--- src/rtl/sta_pkg.sv ---
// Shared constants and types for the systolic tensor array result path.
package sta_pkg;

  localparam int unsigned QUANTIZED_WIDTH   = 8;
  localparam int unsigned ACCUMULATOR_WIDTH = 4 * QUANTIZED_WIDTH;
  localparam int unsigned PE_RESULT_WIDTH   = 4 * ACCUMULATOR_WIDTH;
  localparam int unsigned LANES_PER_PE      = 4;

  typedef enum logic {
    IDLE,
    STREAM
  } drain_state_t;

endpackage

--- src/rtl/sta_drain_index.sv ---
// Row-major lane/col/row beat counter for the result drain.
// Lane is innermost; it carries into column, and column carries into row.
module sta_drain_index
  import sta_pkg::*;
#(
  parameter int unsigned M    = 2,
  parameter int unsigned N    = 2,
  parameter int unsigned RowW = (M > 1) ? $clog2(M) : 1,
  parameter int unsigned ColW = (N > 1) ? $clog2(N) : 1
) (
  input  logic            clk_i,
  input  logic            reset_i,
  input  logic            advance_i,
  input  logic            clear_i,
  output logic [RowW-1:0] row_o,
  output logic [ColW-1:0] col_o,
  output logic [1:0]      lane_o,
  output logic            last_o
);

  localparam logic [RowW-1:0] RowMax  = RowW'(M - 1);
  localparam logic [ColW-1:0] ColMax  = ColW'(N - 1);
  localparam logic [1:0]      LaneMax = 2'(LANES_PER_PE - 1);

  logic [RowW-1:0] row_q;
  logic [ColW-1:0] col_q;
  logic [1:0]      lane_q;
  logic            lane_wrap;
  logic            col_wrap;
  logic            row_wrap;

  assign lane_wrap = (lane_q == LaneMax);
  assign col_wrap  = (col_q == ColMax);
  assign row_wrap  = (row_q == RowMax);

  // Clear wins over advance so a back-to-back capture restarts at beat 0.
  always_ff @(posedge clk_i or posedge reset_i) begin
    if (reset_i) begin
      row_q  <= '0;
      col_q  <= '0;
      lane_q <= '0;
    end else if (clear_i) begin
      row_q  <= '0;
      col_q  <= '0;
      lane_q <= '0;
    end else if (advance_i) begin
      if (lane_wrap) begin
        lane_q <= '0;
        if (col_wrap) begin
          col_q <= '0;
          row_q <= row_wrap ? '0 : row_q + 1'b1;
        end else begin
          col_q <= col_q + 1'b1;
        end
      end else begin
        lane_q <= lane_q + 1'b1;
      end
    end
  end

  assign row_o  = row_q;
  assign col_o  = col_q;
  assign lane_o = lane_q;
  assign last_o = lane_wrap && col_wrap && row_wrap;

endmodule

--- src/rtl/sta_result_drain.sv ---
// Snapshots the STA result grid and streams it out one accumulator lane per beat,
// freeing the array for the next tile while the previous one drains.
module sta_result_drain
  import sta_pkg::*;
#(
  parameter int unsigned N                 = 2,
  parameter int unsigned M                 = 2,
  parameter int unsigned QUANTIZED_WIDTH   = 8,
  parameter int unsigned ACCUMULATOR_WIDTH = 4 * QUANTIZED_WIDTH,
  parameter int unsigned PE_RESULT_WIDTH   = 4 * ACCUMULATOR_WIDTH
) (
  input  logic                                            clk_i,
  input  logic                                            reset_i,
  input  logic signed [M-1:0][N-1:0][PE_RESULT_WIDTH-1:0] result_i,
  input  logic                                            capture_i,
  output logic                                            out_valid_o,
  input  logic                                            out_ready_i,
  output logic signed [ACCUMULATOR_WIDTH-1:0]             out_data_o,
  output logic [((M > 1) ? $clog2(M) : 1)-1:0]            out_row_o,
  output logic [((N > 1) ? $clog2(N) : 1)-1:0]            out_col_o,
  output logic [1:0]                                      out_lane_o,
  output logic                                            out_last_o,
  output logic                                            busy_o,
  output logic                                            capture_drop_o
);

  localparam int unsigned RowW = (M > 1) ? $clog2(M) : 1;
  localparam int unsigned ColW = (N > 1) ? $clog2(N) : 1;

  drain_state_t                            state_q;
  logic [M-1:0][N-1:0][PE_RESULT_WIDTH-1:0] shadow_q;
  logic                                    drop_q;

  logic [RowW-1:0]              row;
  logic [ColW-1:0]              col;
  logic [1:0]                   lane;
  logic                         last;
  logic                         busy;
  logic                         handshake;
  logic                         last_hs;
  logic                         take;
  logic [PE_RESULT_WIDTH-1:0]   pe_word;
  logic [ACCUMULATOR_WIDTH-1:0] lane_word;

  assign busy      = (state_q == STREAM);
  assign handshake = busy && out_ready_i;
  assign last_hs   = handshake && last;
  // A capture is accepted when idle, or when the final beat is leaving this cycle.
  assign take      = capture_i && (!busy || last_hs);

  // Drain FSM: snapshot on accepted capture, flag rejected captures.
  always_ff @(posedge clk_i or posedge reset_i) begin
    if (reset_i) begin
      state_q  <= IDLE;
      shadow_q <= '0;
      drop_q   <= 1'b0;
    end else begin
      drop_q <= 1'b0;
      unique case (state_q)
        IDLE: begin
          if (capture_i) begin
            shadow_q <= result_i;
            state_q  <= STREAM;
          end
        end
        STREAM: begin
          if (last_hs) begin
            if (capture_i) begin
              shadow_q <= result_i;
            end else begin
              state_q <= IDLE;
            end
          end else if (capture_i) begin
            drop_q <= 1'b1;
          end
        end
        default: state_q <= IDLE;
      endcase
    end
  end

  sta_drain_index #(
    .M    (M),
    .N    (N),
    .RowW (RowW),
    .ColW (ColW)
  ) u_index (
    .clk_i     (clk_i),
    .reset_i   (reset_i),
    .advance_i (handshake),
    .clear_i   (take),
    .row_o     (row),
    .col_o     (col),
    .lane_o    (lane),
    .last_o    (last)
  );

  // Lane select from the held snapshot; lane 0 is the least significant word.
  always_comb begin
    pe_word   = shadow_q[row][col];
    lane_word = '0;
    for (int unsigned l = 0; l < LANES_PER_PE; l++) begin
      if (lane == 2'(l)) begin
        lane_word = pe_word[l*ACCUMULATOR_WIDTH +: ACCUMULATOR_WIDTH];
      end
    end
  end

  // Outputs are zero whenever no beat is being offered.
  always_comb begin
    out_valid_o    = busy;
    out_data_o     = busy ? lane_word : '0;
    out_row_o      = busy ? row : '0;
    out_col_o      = busy ? col : '0;
    out_lane_o     = busy ? lane : '0;
    out_last_o     = busy && last;
    busy_o         = busy;
    capture_drop_o = drop_q;
  end

endmodule

--- config.mk ---
export PLATFORM = sky130hd
export DESIGN_NAME = sta_result_drain
export DESIGN_NICKNAME = d
export VERILOG_FILES = /design/src/rtl/sta_pkg.sv /design/src/rtl/sta_drain_index.sv /design/src/rtl/sta_result_drain.sv
export SDC_FILE = /design/constraint.sdc
export NUM_CORES = 1
export LEC_CHECK = 0
export BUFFER_PORTS_ARGS = -buffer_cell sky130_fd_sc_hd__buf_2
export CORE_AREA = 8 8 170 333
export CTS_BUF_LIST = sky130_fd_sc_hd__clkbuf_2 sky130_fd_sc_hd__clkbuf_4 sky130_fd_sc_hd__clkbuf_8
export DETAILED_ROUTE_END_ITERATION = 8
export DIE_AREA = 0 0 178 341
export GPL_TIMING_DRIVEN = 1
export HOLD_SLACK_MARGIN = 0.08
export PLACE_DENSITY = 0.76
export SETUP_SLACK_MARGIN = 0.5
export SLEW_MARGIN = 20
export SYNTH_ARGS = -nofsm -noshare
export SYNTH_HDL_FRONTEND = slang
export SYNTH_SLANG_ARGS = --single-unit
--- constraint.sdc ---
create_clock -name clk_i -period 28.9 [get_ports clk_i]
set_input_delay 8.67 -clock clk_i [delete_from_list [all_inputs] [get_ports clk_i]]
set_output_delay 8.67 -clock clk_i [all_outputs]
set_load 0.005 [all_outputs]
==> results.sh <==
export IMPL_start_util_pct=49.40
export IMPL_p_leak_nw=14.33
export IMPL_total_power_mw=3.283
export IMPL_avgSynthCellArea_um2=15.72
export IMPL_fin_tns_setup_ps=0
export IMPL_yosysTopAreaCellShare_pct=50.21
export IMPL_async_flop_share_pct=100.0
export IMPL_ys_types=30
export IMPL_fin_skew_ps=19.84
export IMPL_status="finished, final reports clean"
export IMPL_ff2ff_path_depth=8
export IMPL_clock_sinks=518
export IMPL_rsz0062_at_grt="false"
export IMPL_ant_nets=0
export IMPL_p_per_area_nw_per_um2=109.2
export IMPL_syn_num_nets=2162
export IMPL_critPathKind="reg2out"
export IMPL_yosysWarnings=0
export IMPL_crit_chain="buf_4, buf_4, mux2i_1, o22ai_1, o21bai_1, a21oi_1, buf_2"
export IMPL_die_y_um=341
export IMPL_drc=0
export IMPL_wl_per_cell_um=26.98
export IMPL_synthAdderAreaFrac_pct=0.1939
export IMPL_fillerInstances=4095
export IMPL_row_count=119
export IMPL_crit_required_ps=20230
export IMPL_yosysTopAreaCell="dfrtp_1"
export IMPL_io_pins=556
export IMPL_p_int_mw=2.172
export IMPL_cts_tree="built"
export IMPL_cp_arrival_ps=4450
export IMPL_dr_pass1_iters=5
export IMPL_groute_usage_overall_pct=25.34
export IMPL_cp_end_kind="output pin"
export IMPL_min_period_ps=13120
export IMPL_grt_max_degree=99
export IMPL_synthCells=1642
export IMPL_die_w_um=178
export IMPL_max_slew_worst_pin_slew_ps=1071
export IMPL_synth_most_common_cell="dfrtp_1"
export IMPL_final_hold_viol_count=0
export IMPL_pwr_share_comb_pct=41.2
export IMPL_hold_path_startpoint="shadow_q[97]"
export IMPL_hold_class="reg2reg"
export IMPL_power_switching_mw=1.111
export IMPL_p_clk_share_pct=18.6
export IMPL_ir_drop_uv=70.46
export IMPL_vias_per_cell=5.534
export IMPL_htree_levels=3
export IMPL_synth_edf_count=0
export IMPL_final_nets=2700
export IMPL_synthMuxAreaShare_pct=39.39
export IMPL_power_share_switching_pct=33.84
export IMPL_yosys_area_share_simple_pct=0.9596
export IMPL_cts_buffers=75
export IMPL_core_um2=52260
export IMPL_netlist_top_cells_area="dfrtp_1 (50%), mux2_4 (27%), mux2i_1 (7.4%)"
export IMPL_postCtsSetupRepairBufs=0
export IMPL_cts_root_buffer="clkbuf_8"
export IMPL_crit_slowest_cell="buf_4"
export IMPL_final_setup_viol_count=0
export IMPL_seqPwrFrac_pct=40.1
export IMPL_dpl_hpwl_um=57820
export IMPL_layout_drive_gt1_share_pct=56.72
export IMPL_cp_start_kind="flip-flop"
export IMPL_min_path_cells=1
export IMPL_portBuffers=555
export IMPL_synth_xor_area_share_pct=0
export IMPL_clkLatencyLatePin_ps=650
export IMPL_maxSlewViolCount=0
export IMPL_drv_cap=0
export IMPL_rrSetupSlack_ps=23090
export IMPL_relSlewSlack_pct=28.60
export IMPL_syn_area_um2=25820
export IMPL_r2r_start="u_index.row_o"
export IMPL_whs_endpoint="shadow_q[97]"
export IMPL_synth_compound_area_share_pct=4.686
export IMPL_grt_pass1_vias=17710
export IMPL_drtIter0Drc=1001
export IMPL_cp_common_cell="buf_4"
export IMPL_gp_congestion=0.8508
export IMPL_num_vias=16050
export IMPL_path_max_fanout=50
export IMPL_rr_endpoint="shadow_q[171]"
export IMPL_post_cts_resized=0
export IMPL_slowest_delay_ps=820
export IMPL_synth_top_family_by_area="multiplexers"
export IMPL_ys_ff_latch=518
export IMPL_area_delta_synth_final_pct=16.45
export IMPL_synth_common_cells="dfrtp_1 (518), mux2_4 (469), mux2i_1 (192)"
export IMPL_multi_input_area_um2=11690
export IMPL_grt_pass1_wl_um=113600
export IMPL_fmaxAchievable_ghz=0.07624
export IMPL_grt_ovfl_total=0
export IMPL_die_area_um2=60700
export IMPL_hold_buffers=0
export IMPL_clk_path_buf_depth=3
export IMPL_clk_pin_slew_ps=70
export IMPL_antenna_found_initial=15
export IMPL_finalWirelength_um=78270
export IMPL_ys_seq_area_share_pct=50.21
export IMPL_synth_flop_cell="dfrtp_1"
export IMPL_post_route_period_util_pct=45.39
export IMPL_regArea_um2=12970
## critical path, delay by kind of cell (launching register included)
kind	cells	cell delay, ps
AO/OA/AOI/OAI	3	930
buffers and inverters	3	1780
flip-flops	1	690
multiplexers	1	300
## routing by layer
| metal | up-vias | global-route usage, % | routed length [um] |
|---|---|---|---|
| met5 | - | 0 | 114 |
| met4 | 18 | 11.32 | 3332 |
| met3 | 136 | 7.759 | 7524 |
| met2 | 790 | 38.21 | 34830 |
| met1 | 8003 | 33.11 | 32470 |
| li1 | 7107 | - | - |
## per-stage QoR
step,setup slack (ps),hold slack [ps],cell area [um2],util (%),cells
after floorplan,5760,476.4,25820,-,1642
after global placement,15890,487.3,28510,54.55,2768
after detailed placement,15870,491.9,28510,54.55,2768
after CTS,15710,508.4,30050,57.50,2897
after global routing,15620,517.0,30060,57.51,2898
final,15780,506.0,30070,57.53,2901
## cells by family after synthesis
group | Yosys count
AO/OA/AOI/OAI | 201
adder cells (fa/ha/maj) | 4
buffers and inverters | 128
flip-flops | 518
multiplexers | 736
AND/OR/NAND/NOR | 55
## worst max path at each step
stage | from | to | slack (ps) | depth (start not counted)
floorplan | reset_i | busy_o | 5760 | 1
global placement | out_ready_i | shadow_q[174] | 15890 | 8
detailed placement | out_ready_i | shadow_q[170] | 15870 | 8
CTS | u_index.col_o | out_data_o[10] | 15710 | 7
global route | u_index.col_o | out_data_o[10] | 15620 | 7
finish | u_index.col_o | out_data_o[16] | 15780 | 7
## layout by cell type (no fill, tap or decap), types with 22 or more instances in the layout
cell type,count
o21ai_0,37
buf_2,555
dfrtp_1,516
clkbuf_4,22
mux2i_1,192
nor2_1,36
a21oi_1,34
mux4_2,32
mux2_4,469
buf_4,28
clkbuf_8,88
o21bai_1,32
o22ai_1,96
mux2_2,43
## power by group through the flow
| stage | logic, mW | clock network [mW] | registers, mW |
|---|---|---|---|
| floorplan | 1.00 | 0 | 1.22 |
| global placement | 1.34 | 0 | 1.31 |
| detailed placement | 1.37 | 0 | 1.32 |
| CTS | 1.37 | 0.627 | 1.31 |
| global route | 1.45 | 0.658 | 1.35 |
| finish | 1.35 | 0.612 | 1.32 |
## state kept, by name, summed over array words and instances, names as in the netlist
| signal | count |
|---|---|
| u_index.col_o | 1 |
| u_index.row_o | 1 |
| shadow_q | 512 |
| u_index.lane_o | 2 |
| capture_drop_o | 1 |
| busy_o | 1 |
## area by class of cell
cell class,instances,area share (%)
Inverter,5,0.08739
Multi-Input combinational cell,996,38.87
Tap cell,665,2.767
Clock buffer,110,4.578
Antenna cell,4,0.03329
Sequential cell,518,43.14
Clock inverter,19,0.5493
Timing Repair Buffer,584,9.975
No activity file was read; power rests on OpenSTA's default activity.
